--- src/rtl/shift_pkg.sv ---
// -----------------------------------------------------------------------------
// shift_pkg
// Shared constants and types for the shift_pipe two-stage shift unit.
//
// Contents:
//   WIDTH, SHAMT_W, OP_W  data, shift-amount and opcode widths
//   OP_SLL/OP_SRA/OP_SRL  opcode encodings (OP_SRL only decoded when the
//                         SHIFT_PIPE_SRL_EN macro is defined)
//   s1_payload_t          stage-1 slice contents: op, upper shamt bits, data
//   s2_payload_t          stage-2 slice contents: op, final data
// -----------------------------------------------------------------------------
package shift_pkg;

  localparam int WIDTH   = 32;
  localparam int SHAMT_W = 5;
  localparam int OP_W    = 2;

  // Stage 1 consumes shamt[1:0]; the remaining bits ride along to stage 2.
  localparam int SHAMT_HI_W = SHAMT_W - 2;

  localparam logic [OP_W-1:0] OP_SLL = 2'b00;
  localparam logic [OP_W-1:0] OP_SRA = 2'b01;
  localparam logic [OP_W-1:0] OP_SRL = 2'b10;

  typedef logic [OP_W-1:0] op_t;

  typedef struct packed {
    op_t                   op;
    logic [SHAMT_HI_W-1:0] shamt_hi;
    logic [WIDTH-1:0]      data;
  } s1_payload_t;

  typedef struct packed {
    op_t              op;
    logic [WIDTH-1:0] data;
  } s2_payload_t;

endpackage

--- src/rtl/shift_pipe_stage.sv ---
// -----------------------------------------------------------------------------
// shift_pipe_stage
// Generic valid/ready register slice with synchronous flush. The payload is an
// opaque vector; the parent packs data, shamt residue and op into it.
//
// Parameters:
//   W          payload width
// Ports:
//   clock      rising-edge clock
//   reset      asynchronous active-high reset; clears valid and payload
//   flush      synchronous kill of the held entry (beats any load)
//   i_valid    upstream valid
//   o_ready    slice can load this cycle (empty, or downstream draining)
//   i_payload  upstream payload
//   o_valid    slice holds a valid entry
//   i_ready    downstream accepts
//   o_payload  held payload
// -----------------------------------------------------------------------------
module shift_pipe_stage #(
  parameter int W = 32
) (
  input  logic         clock,
  input  logic         reset,
  input  logic         flush,
  input  logic         i_valid,
  output logic         o_ready,
  input  logic [W-1:0] i_payload,
  output logic         o_valid,
  input  logic         i_ready,
  output logic [W-1:0] o_payload
);

  logic         r_valid;
  logic [W-1:0] r_payload;
  logic         w_accept;

  assign w_accept  = !r_valid | i_ready;
  assign o_ready   = w_accept;
  assign o_valid   = r_valid;
  assign o_payload = r_payload;

  always_ff @(posedge clock or posedge reset) begin
    if (reset) begin
      r_valid <= 1'b0;
    end else if (flush) begin
      r_valid <= 1'b0;
    end else if (w_accept) begin
      r_valid <= i_valid;
    end
  end

  // Payload is allowed to capture bubbles; only the valid bit must be exact.
  always_ff @(posedge clock or posedge reset) begin
    if (reset) begin
      r_payload <= '0;
    end else if (w_accept) begin
      r_payload <= i_payload;
    end
  end

endmodule

--- src/rtl/shift_pipe.sv ---
// -----------------------------------------------------------------------------
// shift_pipe
// Two-stage pipelined 32-bit shifter for the ALU shift path.
//   Stage 1: shift-by-1 and shift-by-2 layers (shamt[1:0])
//   Stage 2: shift-by-4, 8 and 16 layers (shamt[4:2])
// Both stages are valid/ready slices so the unit can be stalled or flushed on
// its own.
//
// Build option:
//   SHIFT_PIPE_SRL_EN  defined: op 10 is a logical right shift, op 11 is sll.
//                      undefined: op[1] is ignored for the shift (10 -> sll,
//                      11 -> sra) and no logical-right-shift path exists.
//
// Ports:
//   clock, reset         rising-edge clock, async active-high reset
//   flush                synchronous kill of every in-flight op
//   in_valid/in_ready    input handshake (in_ready independent of in_valid)
//   in_data, in_shamt    operand A and shift amount 0..31
//   in_op                00 sll, 01 sra, 10 srl (option), 11 reserved
//   out_valid/out_ready  result handshake
//   out_data, out_op     shifted result and the op that produced it
// -----------------------------------------------------------------------------
module shift_pipe
  import shift_pkg::*;
#(
  parameter int WIDTH   = 32,
  parameter int SHAMT_W = 5
) (
  input  logic               clock,
  input  logic               reset,
  input  logic               flush,
  input  logic               in_valid,
  output logic               in_ready,
  input  logic [WIDTH-1:0]   in_data,
  input  logic [SHAMT_W-1:0] in_shamt,
  input  logic [1:0]         in_op,
  output logic               out_valid,
  input  logic               out_ready,
  output logic [WIDTH-1:0]   out_data,
  output logic [1:0]         out_op
);

  s1_payload_t        w_s1_d;
  s1_payload_t        w_s1_q;
  s2_payload_t        w_s2_d;
  s2_payload_t        w_s2_q;
  logic               w_s1_valid;
  logic               w_s2_valid;
  logic               w_s1_accept;
  logic               w_s2_accept;
  logic [WIDTH-1:0]   w_s1_shifted;
  logic [WIDTH-1:0]   w_s2_shifted;
  logic [SHAMT_W-1:0] w_s2_amt;

  // Stage 1 shift: low two shamt bits. Right shifts fill from the operand MSB
  // for sra, so the sign is still sitting in bit 31 for stage 2 to replicate.
  always_comb begin
    w_s1_shifted = in_data << in_shamt[1:0];
`ifdef SHIFT_PIPE_SRL_EN
    if (in_op == OP_SRA) begin
      w_s1_shifted = $unsigned($signed(in_data) >>> in_shamt[1:0]);
    end else if (in_op == OP_SRL) begin
      w_s1_shifted = in_data >> in_shamt[1:0];
    end
`else
    if (in_op[0]) begin
      w_s1_shifted = $unsigned($signed(in_data) >>> in_shamt[1:0]);
    end
`endif
  end

  always_comb begin
    w_s1_d          = '0;
    w_s1_d.op       = in_op;
    w_s1_d.shamt_hi = in_shamt[SHAMT_W-1:2];
    w_s1_d.data     = w_s1_shifted;
  end

  shift_pipe_stage #(
    .W($bits(s1_payload_t))
  ) u_stage1 (
    .clock     (clock),
    .reset     (reset),
    .flush     (flush),
    .i_valid   (in_valid),
    .o_ready   (w_s1_accept),
    .i_payload (w_s1_d),
    .o_valid   (w_s1_valid),
    .i_ready   (w_s2_accept),
    .o_payload (w_s1_q)
  );

  // Stage 2 shift: remaining bits, weighted by 4.
  assign w_s2_amt = {w_s1_q.shamt_hi, 2'b00};

  always_comb begin
    w_s2_shifted = w_s1_q.data << w_s2_amt;
`ifdef SHIFT_PIPE_SRL_EN
    if (w_s1_q.op == OP_SRA) begin
      w_s2_shifted = $unsigned($signed(w_s1_q.data) >>> w_s2_amt);
    end else if (w_s1_q.op == OP_SRL) begin
      w_s2_shifted = w_s1_q.data >> w_s2_amt;
    end
`else
    if (w_s1_q.op[0]) begin
      w_s2_shifted = $unsigned($signed(w_s1_q.data) >>> w_s2_amt);
    end
`endif
  end

  always_comb begin
    w_s2_d      = '0;
    w_s2_d.op   = w_s1_q.op;
    w_s2_d.data = w_s2_shifted;
  end

  shift_pipe_stage #(
    .W($bits(s2_payload_t))
  ) u_stage2 (
    .clock     (clock),
    .reset     (reset),
    .flush     (flush),
    .i_valid   (w_s1_valid),
    .o_ready   (w_s2_accept),
    .i_payload (w_s2_d),
    .o_valid   (w_s2_valid),
    .i_ready   (out_ready),
    .o_payload (w_s2_q)
  );

  // During flush the pipe is emptied at the next edge, so advertise ready even
  // though the offered op will be dropped.
  assign in_ready  = w_s1_accept | flush;

  assign out_valid = w_s2_valid;
  assign out_data  = w_s2_q.data;
  assign out_op    = w_s2_q.op;

endmodule
--- config.mk ---
export PLATFORM = sky130hd
export DESIGN_NAME = shift_pipe
export DESIGN_NICKNAME = d
export VERILOG_FILES = /design/src/rtl/shift_pkg.sv /design/src/rtl/shift_pipe_stage.sv /design/src/rtl/shift_pipe.sv
export SDC_FILE = /design/constraint.sdc
export NUM_CORES = 1
export LEC_CHECK = 0
export CORE_UTILIZATION = 41
export CTS_CLUSTER_SIZE = 12
export DETAILED_ROUTE_END_ITERATION = 7
export PLACE_DENSITY = 0.73
export SYNTH_ARGS = -nofsm -noshare
export SYNTH_HDL_FRONTEND = slang
export SYNTH_SLANG_ARGS = --single-unit
--- constraint.sdc ---
create_clock -name clock -period 7.3 [get_ports clock]
set_input_delay 2.19 -clock clock [delete_from_list [all_inputs] [get_ports clock]]
set_output_delay 2.19 -clock clock [all_outputs]
set_load 0.1 [all_outputs]
[Word level (Yosys, flattened, before mapping)]
Index checks and enable logic that the tools add are counted.
Storage, ports and cells
  input bits: 44
  word-level logic and storage cells: 21
  output and inout bits: 36
  register bits: 73
Operators by class
  shift-type cells: 4
  bitwise operators: 3
  multiplexer cells: 6
  reductions and logical operators: 4
Operators with widths (number)
  32-bit 2-to-1 mux: 2
  32-bit by 2-bit << shifter with 32-bit output: 1
  32-bit by 5-bit << shifter with 32-bit output: 1
  32-bit by 2-bit >>> shifter with 32-bit output: 1
  32-bit by 5-bit >>> shifter with 32-bit output: 1
  1-bit 2-to-1 mux: 4
  2-bit nonzero test: 2
  1-bit OR: 3
  1-bit logical NOT: 2

[Logic depth before layout (Yosys ltp)]
Gate-level depths: netlist of the first run.
  depth in word-level cells: 5
  gate-level depth with buffers: 8
  depth with buffers taken out: 4

[Hierarchy]
Synthesis of the first run repeated with hierarchy kept, for this count alone.
Unflattened totals
  cells, all modules: 580
  area, all modules: 6557.5 um2
Modules (own cells, without submodules)
  shift_pipe: instances 1, cells each 420, area each 3632.2 um2, sequential area each 0.0 um2
  shift_pipe_stage (u_stage1): instances 1, cells each 83, area each 1463.9 um2, sequential area each 950.9 um2
  shift_pipe_stage (u_stage2): instances 1, cells each 77, area each 1461.4 um2, sequential area each 875.8 um2

[Worst setup path before layout of the first run]
OpenSTA, ideal clock, no wires.
  kind: in2out
  start point: input out_ready
  end point: output in_ready
  arrival: 3330 ps
  data required time: 5110 ps
  buffers on the path: 1
  slack: 1780 ps
  cell stages on the path: 4
  cells stage by stage: nor2b_1 -> and2_1 -> clkbuf_1 -> nand2b_1
On the way
  cells in the longest elaborated chain, start to end: 3
RTL lines
  start, declared: RTL line shift_pipe.sv:38  | input logic out_ready,
  1-bit OR (2 in series): RTL line shift_pipe_stage.sv:37  | assign w_accept = !r_valid | i_ready;
  1-bit OR: RTL line shift_pipe.sv:133  | assign in_ready = w_s1_accept | flush;
  end, declared: RTL line shift_pipe.sv:33  | output logic in_ready,
No other way between the ends.

[Final worst setup path of the first run]
Ends and elaborated chain as after synthesis.

==> results.md, run 1 <==
- Clock Sinks: 73
- Syn_nets: 678
- Area Growth Syn to Fin: 16.7%
- DR WL/cell: 20.2 um
- Largest net degree at the start of global routing: 79
- Count of cell types in the netlist: 52
- Final RePlAce weighted congestion: 0.912
- Clk buf depth: 2
- Clk Tree Root Cell: clkbuf_16
- Final Max Slew Viols: 0
- Max FO, Critical Path: 17
- Detailed-route DRC error count: 0
- FP Rows: 45
- Min Tclk post-route: 5.87 ns
- Util after Layout: 49.3%
- Clock transition at path regs: 0.05 ns
- DR iter-0 viols: 486
- Worst skew pair latency: 0.34 ns
- Yosys top cell by area: dfrtp_1
- Die area: 16200 um2
- Post-synthesis mux area share: 36.4%
- Number of CTS-inserted buffers: 9
- MaxCap Viol Count: 0
- Post-route ant nets: 0
- Synth Area in XOR/XNOR: 0%
- Routed length on met2: 8.17 mm
- N_diodes: 0
- Fin Setup TNS: 0 ns
- Syn Std Cell Area: 6450 um2
- Hold-fix buffers, CTS: 0
- Post-CTS Setup Bufs: 0
- Mean post-synth cell area: 10.2 um2
- Synth Area in Simple Gates: 10.9%
- First-pass GRT wire length: 28.9 mm
- Drt pass-1 iters: 5
- Vias post-DR: 5517
- Hold WS: 0.470 ns
- Main combinational cell family by area after synthesis: multiplexers
- Max rail drop VDD: 0.118 mV
- Die width: 127 um
- Worst min path class: flop to flop
- Final wirelength: 17.9 mm
- FILL cells: 1452
- CP Data Arrival Time: 3.68 ns
- Core area: 15300 um2
- Top-count cell post-synth: mux2i_1
- Share of the synthesized area in the top cell type: 28.3%
- Compound-Gate Fraction of Synth Area: 18.2%
- Vias per cell: 6.24
- Initial antenna violation count: 0
- Synth async-reset ratio: 100%
- Synth area leaders: dfrtp_1, mux4_2, mux2i_1, a21oi_1, nor2_1
- Placed Area: 7190 um2
- I/O Pins: 80
- Sequential cell area fraction in the yosys report: 28.3%
- Die Ht: 127 um
- Layout cells sized above 1: 16.2%
- Gr usage total: 22.8%
- Area taken by multi-input logic gates: 4230 um2
- Post-Synthesis Cells: 634
- Critical path type: input pin to primary output
- Power Dens Cells: 227 nW/um2
- Layout Skew: 0.00578 ns
- Status: complete, no violations
- Fin crit share: 80.4%
- Seq cells post-synth: 73
- Final setup violation count: 0
- Post-route cell area: 7520 um2
- CP Launch Type: input pin
- H-tree depth: 3
- IO buf count: 79
- Highest clock rate: 170 MHz
- CP Data Required Time: 5.11 ns
- Worst-Margin Slew: 1.03 ns
- Post-cts gate resize count: 0
- Synth cell count leaders: mux2i_1, dfrtp_1, nor2_1
- HPWL after DPL: 12.6 mm
- Predominant post-synthesis flop cell: dfrtp_1
- Post-synth EDFFs: 0
- CTS tree: yes
- Starting Density: 42.2%
- Sequential Area: 1830 um2
- Leakage: 2.97 nW
- Yosys warning count: 0
- WL met1: 8.29 mm
- Metal3 WL: 1.06 mm
- DR top layer: met4
- Vias in the first global route: 5192
- # nets final: 713
- RSZ-0062 raised after global routing: no
- Synth Area in Adders: 0%
- Worst rel slew slack: 31.2%
- GRT overflow: 0
- Hold Vio Cnt, Final: 0
- CP Capture Type: primary output
## sequential cells by signal, indices dropped and copies added (netlist names)
name,flops
u_stage2.o_valid,1
u_stage2.o_payload,34
u_stage1.o_payload,37
u_stage1.o_valid,1
## where the power goes
group	total [W]	switching, W	internal [W]
clock	0.000498	0.000168	0.000330
sequential	0.000537	0.0000784	0.000459
combinational	0.000673	0.000434	0.000238
total	0.00171	0.000680	0.00103
## routing by layer
layer / track usage [%] / up-vias
met1: 33.6 / 2740
met3: 3.52 / 24
met4: 7.00 / 0
li1: - / 2519
met2: 34.4 / 234
met5: 0 / -
## per-stage QoR
stage	power, W	std cells	setup slack, ns
floorplan	0.00103	634	1.78
global placement	0.00120	869	1.44
detailed placement	0.00121	869	1.42
CTS	0.00171	884	1.41
global route	0.00178	884	1.34
finish	0.00171	884	1.43
## final cells by class
type | instances | area share, %
clock buffer | 9 | 3.00
timing repair buffer | 88 | 11.2
tap | 211 | 3.51
clock inverter | 6 | 1.43
sequential | 73 | 24.3
inverter | 6 | 0.300
multi-input combinational | 491 | 56.2
## cells in the final DEF, fill, tap and decap left out, types with 8 or more instances in the layout
| master | instances |
|---|---|
| a21oi_1 | 60 |
| mux2_2 | 11 |
| nor3_1 | 12 |
| nand2b_1 | 8 |
| clkdlybuf4s50_1 | 75 |
| mux4_2 | 55 |
| nand2_1 | 43 |
| buf_4 | 11 |
| nor2_1 | 70 |
| o21ai_0 | 28 |
| o211ai_1 | 9 |
| a211oi_1 | 27 |
| mux2i_1 | 77 |
| a221o_1 | 9 |
| clkbuf_16 | 9 |
| dfrtp_1 | 71 |
## worst paths after layout
| path | start | to | slack (ns) | cells past startpoint |
|---|---|---|---|---|
| min reg2reg | u_stage1.o_payload[36] | u_stage1.o_payload[36] | 0.47 | 2 |
| max reg2reg | u_stage1.o_payload[33] | u_stage2.o_payload[15] | 4.65 | 5 |
| min | u_stage1.o_payload[36] | u_stage1.o_payload[36] | 0.47 | 2 |
| min in group asynchronous | reset | u_stage2.o_payload[13] | 2.45 | 3 |
| max in group asynchronous | reset | u_stage1.o_payload[32] | 4.21 | 3 |
| max | out_ready | in_ready | 1.43 | 5 |
## logic make-up (layout without fill, tap and decap cells)
| group | count (synthesis) | count (layout) |
|---|---|---|
| multiplexers | 152 | 152 |
| AND/OR/NAND/NOR | 160 | 160 |
| AO/OA/AOI/OAI | 179 | 179 |
| buffers and inverters | 70 | 109 |
| flip-flops | 73 | 73 |
## worst max-delay path, stage by stage
cell,delay (ns)
clkdlybuf4s50_1,0.44
nor2b_2,0.13
and2_1,0.56
nand2b_1,0.11
buf_4,0.25
Power figures use the tool's default switching activity.
==> inputs of run 2 (changes only) <==
- PLACE_DENSITY: 0.73 -> 0.75
- clock period: 7.3 -> 4.9 ns (I/O delays scaled with it)
==> results.md, run 2 (synthesized netlist as in run 1, its figures left out) <==
- Layout Skew: 0.00526 ns (was 0.00578 ns)
- Commonest cells after routing, fill and taps aside: mux2i_1, clkdlybuf4s50_1, dfrtp_1, nor2_1, a21oi_1 (unchanged)
- Most common cell after layout, fill and taps aside: mux2i_1 (unchanged)
- Worst-Margin Slew: 1.02 ns (was 1.03 ns)
- Post-cts gate resize count: 0 (unchanged)
- Slowest-stage cell, CP: clkdlybuf4s50_1 (was and2_1)
- Vias post-DR: 5618 (was 5517)
- Hold Startpoint: u_stage1.o_payload[36] (unchanged)
- Gr usage total: 23.2% (was 22.8%)
- HPWL after DPL: 13.1 mm (was 12.6 mm)
- Highest clock rate: 254 MHz
- WP buf/inv: 2 (unchanged)
- Final RePlAce weighted congestion: 0.912 (about the same)
- H-tree depth: 3 (unchanged)
- First-pass GRT wire length: 29.2 mm (was 28.9 mm)
- Sequential Area: 1830 um2 (unchanged)
- Dpl cells: 872 (was 869)
- Initial antenna violation count: 0 (unchanged)
- I/O Pins: 80 (unchanged)
- CP Capture Type: primary output (unchanged)
- Detailed-route DRC error count: 0 (unchanged)
- Final Max Slew Viols: 0 (unchanged)
- Number of CTS-inserted buffers: 9 (unchanged)
- Post-route ant nets: 0 (unchanged)
- CP Data Arrival Time: 2.47 ns (was 3.68 ns)
- Worst rel slew slack: 32.1% (was 31.2%)
- Top cell family by delay on the critical path: buffers and inverters (was simple AND/OR/NAND/NOR gates)
- RSZ-0062 raised after global routing: no (unchanged)
- Vias in the first global route: 5214 (was 5192)
- # nets final: 716 (was 713)
- Die Ht: 127 um (unchanged)
- Clock transition at path regs: 0.06 ns (was 0.05 ns)
- Max rail drop VDD: 0.169 mV (was 0.118 mV)
- Fin Setup TNS: 0 ns (unchanged)
- Hold Vio Cnt, Final: 0 (unchanged)
- Status: complete, no violations (unchanged)
- Vias per cell: 6.33 (was 6.24)
- Largest net degree at the start of global routing: 85 (was 79)
- Setup crit start: out_ready (unchanged)
- Pwr Total: 0.00251 W (was 0.00171 W)
- Starting Density: 42.2% (unchanged)
- Clock Sinks: 73 (unchanged)
- Power Dens Cells: 332 nW/um2 (was 227 nW/um2)
- Die width: 127 um (unchanged)
- Drt pass-1 iters: 5 (unchanged)
- Final Instance Count excl. Fillers: 888 (was 884)
- MaxCap Viol Count: 0 (unchanged)
- CP max stage delay: 0.48 ns (was 0.56 ns)
- Fin crit share: 80.5%
- DR WL/cell: 20.5 um (was 20.2 um)
- Final wirelength: 18.2 mm (was 17.9 mm)
- Post-CTS Setup Bufs: 0 (unchanged)
- Worst skew pair latency: 0.34 ns (about the same)
- Core area: 15300 um2 (unchanged)
- FP Rows: 45 (unchanged)
- Clk buf depth: 2 (unchanged)
- IO buf count: 79 (unchanged)
- Area Growth Syn to Fin: 17.1% (was 16.7%)
- DR iter-0 viols: 582 (was 486)
- Clk Tree Root Cell: clkbuf_16 (unchanged)
- Die area: 16200 um2 (unchanged)
- CP Data Required Time: 3.43 ns (was 5.11 ns)
- Critical path type: input pin to primary output (unchanged)
- CTS tree: yes (unchanged)
- Reg2Reg Launch Point: u_stage1.o_payload[32] (was u_stage1.o_payload[33])
- Max FO, Critical Path: 2 (was 17)
- Hold-fix buffers, CTS: 0 (unchanged)
- Area taken by multi-input logic gates: 4230 um2 (unchanged)
- Max FFs per register: 37 (unchanged)
- Leakage: 2.99 nW (was 2.97 nW)
- Final setup violation count: 0 (unchanged)
- Min Tclk post-route: 3.94 ns
- Critical path cell sequence: clkdlybuf4s50_1 > nor2b_2 > and2_1 > nand2b_1 > buf_12 (was clkdlybuf4s50_1 > nor2b_2 > and2_1 > nand2b_1 > buf_4)
- Layout cells sized above 1: 16.5% (was 16.2%)
- CP Launch Type: input pin (unchanged)
- GRT overflow: 0 (unchanged)
- FILL cells: 1418 (was 1452)
- N_diodes: 0 (unchanged)
- Worst min path class: flop to flop (unchanged)
-- run 2: changes by cell type in the layout (fill, tap and decap cells not counted), sizes merged --
cell | previous run | this run
clkbuf | 9 | 10
clkinv | 2 | 3
bufinv | 3 | 2
buf | 13 | 16
-- run 2: tightest hold or removal path, stage by stage (launching register included) --
cell and delay (ns):
dfrtp_1 0.34, nand2_1 0.05, nand2_1 0.05
-- run 2: per-stage QoR --
step	hold slack [ns]	cell area (um2)	utilization (%)	setup slack (ns)
floorplan	0.439	6450	-	0.820
global placement	0.454	7230	47.4	0.960
detailed placement	0.464	7230	47.4	0.961
CTS	0.476	7550	49.5	0.946
global route	0.503	7550	49.5	0.896
finish	0.473	7550	49.5	0.955
-- run 2: worst paths after layout --
kind                                     endpoint  slack [ns]  cells after the start
max reg2reg                u_stage2.o_payload[11]        2.42                      5
max in group asynchronous  u_stage1.o_payload[15]        2.65                      3
min in group asynchronous  u_stage2.o_payload[13]        1.59                      2
min reg2reg                u_stage1.o_payload[36]        0.47                      2
max                                      in_ready        0.96                      5
min                        u_stage1.o_payload[36]        0.47                      2
-- run 2: power by group --
part | switching, W | internal [W] | total, W
clock network | 0.000254 | 0.000443 | 0.000697
logic | 0.000648 | 0.000358 | 0.00101
registers | 0.000119 | 0.000684 | 0.000803
total | 0.00102 | 0.00148 | 0.00251
-- run 2: cell type report --
type,count,area share (%)
inverters,6,0.298
clock buffers,10,3.03
repair buffers,91,11.8
clock inverters,6,1.09
flip-flops and latches,73,24.2
well taps,211,3.50
multi-input cells,491,56.0
-- run 2: metal layers --
metal | part of all wire (%) | up-vias | track usage, %
li1 | - | 2535 | -
met1 | 44 | 2787 | 34.0
met2 | 47 | 265 | 34.8
met3 | 7.5 | 31 | 4.06
met4 | 2.2 | 0 | 7.42
met5 | 0 | - | 0
==> inputs of run 3 (changes only) <==
- clock period: 4.9 -> 3.51 ns (I/O delays scaled with it)
==> results.md, run 3 (synthesized netlist as in run 1, its figures left out) <==
- Status: complete, no violations (unchanged)
- Detailed-route DRC error count: 0 (unchanged)
- First-pass GRT wire length: 29.8 mm (was 29.2 mm)
- Core area: 15300 um2 (unchanged)
- Largest net degree at the start of global routing: 60 (was 85)
- FP Rows: 45 (unchanged)
- Initial antenna violation count: 0 (unchanged)
- Max FFs per register: 37 (unchanged)
- Layout Skew: 0.00973 ns (was 0.00526 ns)
- Commonest cells after routing, fill and taps aside: mux2i_1, dfrtp_1, nor2_1, a21oi_1 (was mux2i_1, clkdlybuf4s50_1, dfrtp_1, nor2_1, a21oi_1)
- Leakage: 3.09 nW (was 2.99 nW)
- # nets final: 726 (was 716)
- Clk buf depth: 2 (unchanged)
- Final Max Slew Viols: 0 (unchanged)
- Number of CTS-inserted buffers: 9 (unchanged)
- H-tree depth: 3 (unchanged)
- Final Instance Count excl. Fillers: 898 (was 888)
- Fin crit share: 88.6%
- Gr usage total: 23.5% (was 23.2%)
- Vias post-DR: 5692 (was 5618)
- Worst-Margin Slew: 1.12 ns (was 1.02 ns)
- CTS tree: yes (unchanged)
- MaxCap Viol Count: 0 (unchanged)
- Placed Area: 7250 um2 (was 7230 um2)
- Hold WS: 0.482 ns (was 0.473 ns)
- CP Data Arrival Time: 2.06 ns (was 2.47 ns)
- Power Dens Cells: 460 nW/um2 (was 332 nW/um2)
- IO buf count: 79 (unchanged)
- Die width: 127 um (unchanged)
- Post-cts gate resize count: 0 (unchanged)
- Reg2Reg Launch Point: u_stage1.o_payload[33] (was u_stage1.o_payload[32])
- R2R Path End: u_stage2.o_payload[15] (was u_stage2.o_payload[11])
- DR WL/cell: 20.7 um (was 20.5 um)
- I/O Pins: 80 (unchanged)
- Worst skew pair latency: 0.34 ns (about the same)
- RSZ-0062 raised after global routing: no (unchanged)
- Hold Startpoint: u_stage1.o_payload[36] (unchanged)
- Highest clock rate: 321 MHz
- Final setup violation count: 0 (unchanged)
- Hold-fix buffers, CTS: 0 (unchanged)
- Post-CTS Setup Bufs: 0 (unchanged)
- Post-route ant nets: 0 (unchanged)
- R2R depth: 5 (unchanged)
- CP Launch Type: input pin (unchanged)
- Final setup margin: 0.399 ns (was 0.955 ns)
- N_diodes: 0 (unchanged)
- Clock Sinks: 73 (unchanged)
- Worst min path class: flop to flop (unchanged)
- Die Ht: 127 um (unchanged)
- Worst rel slew slack: 25.2% (was 32.1%)
- Critical path type: input pin to primary output (unchanged)
- Fin Setup TNS: 0 ns (unchanged)
- Reg-to-reg setup timing slack: 1.07 ns (was 2.42 ns)
- Final RePlAce weighted congestion: 0.939 (was 0.912)
- Clk Tree Root Cell: clkbuf_16 (unchanged)
- Max rail drop VDD: 0.237 mV (was 0.169 mV)
- Area Growth Syn to Fin: 17.3% (was 17.1%)
- Pre-CTS setup slack: 0.399 ns (was 0.961 ns)
- Setup crit start: out_ready (unchanged)
- HPWL after DPL: 13.5 mm (was 13.1 mm)
- FILL cells: 1408 (was 1418)
- Die area: 16200 um2 (unchanged)
- Min Tclk post-route: 3.11 ns
- CP Capture Type: primary output (unchanged)
- Hold Path Depth: 2 (unchanged)
- Starting Density: 42.2% (unchanged)
- Hold Vio Cnt, Final: 0 (unchanged)
- Hold Path End: u_stage1.o_payload[36] (unchanged)
- Final wirelength: 18.6 mm (was 18.2 mm)
- Clock transition at path regs: 0.06 ns (about the same)
- CP Data Required Time: 2.46 ns (was 3.43 ns)
- Vias per cell: 6.34 (was 6.33)
- Drt pass-1 iters: 5 (unchanged)
- Dpl cells: 882 (was 872)
- DR iter-0 viols: 578 (was 582)
- Max FO, Critical Path: 2 (unchanged)
- Layout cells sized above 1: 23.0% (was 16.5%)
- Post-route cell area: 7560 um2 (was 7550 um2)
- Vias in the first global route: 5402 (was 5214)
- GRT overflow: 0 (unchanged)
- Most common cell after layout, fill and taps aside: mux2i_1 (unchanged)
-- run 3: cell count changes in the layout (fill, tap and decap cells not counted), sizes merged --
cell           before  now
buf                16   61
clkinvlp            1    2
clkbuf             10   12
bufinv              2    1
clkinv              3    1
clkdlybuf4s50      75   40
-- run 3: how the worst max path moves through the flow --
| stage | end | depth (start not counted) | slack [ns] |
|---|---|---|---|
| after CTS | in_ready | 5 | 0.39 |
| after global placement | in_ready | 5 | 0.40 |
| final | in_ready | 5 | 0.40 |
| after floorplan | in_ready | 4 | 0.26 |
| after detailed placement | in_ready | 5 | 0.40 |
| after global routing | in_ready | 5 | 0.34 |
-- run 3: power by group --
| part | internal [W] | leakage (nW) | switching, W |
|---|---|---|---|
| registers | 0.000954 | 0.875 | 0.000182 |
| logic | 0.000485 | 2.06 | 0.000900 |
| clock network | 0.000607 | 0.151 | 0.000351 |
-- run 3: metal layers --
| layer | share of wire, % | routed length (um) | vias up | GRT usage [%] |
|---|---|---|---|---|
| met3 | 7.6 | 1420 | 35 | 4.02 |
| met2 | 46 | 8500 | 287 | 35.5 |
| met1 | 45 | 8280 | 2815 | 34.5 |
| met5 | 0 | 0 | - | 0 |
| met4 | 2.1 | 384 | 0 | 7.21 |
| li1 | - | - | 2555 | - |
-- run 3: final cells by class --
cell class	count	area (um2)	share of cell area (%)
multi-input combinational	491	4230	55.9
inverter	6	22.5	0.298
tap	211	264	3.49
timing repair buffer	101	903	11.9
clock buffer	12	267	3.52
clock inverter	4	50.0	0.662
sequential	73	1830	24.2
-- run 3: per-stage QoR --
step           power (W)  utilization [%]
2_1_floorplan    0.00214                -
3_3_place_gp     0.00250             47.5
3_5_place_dp     0.00252             47.5
4_1_cts          0.00348             49.6
5_1_grt          0.00362             49.6
6_report         0.00348             49.6
-- run 3: worst max-delay path, stage by stage --
cell and delay, ns:
clkdlybuf4s50_1 0.49, nor2b_2 0.05, and2_1 0.16, nand2b_1 0.12
buf_12 0.18
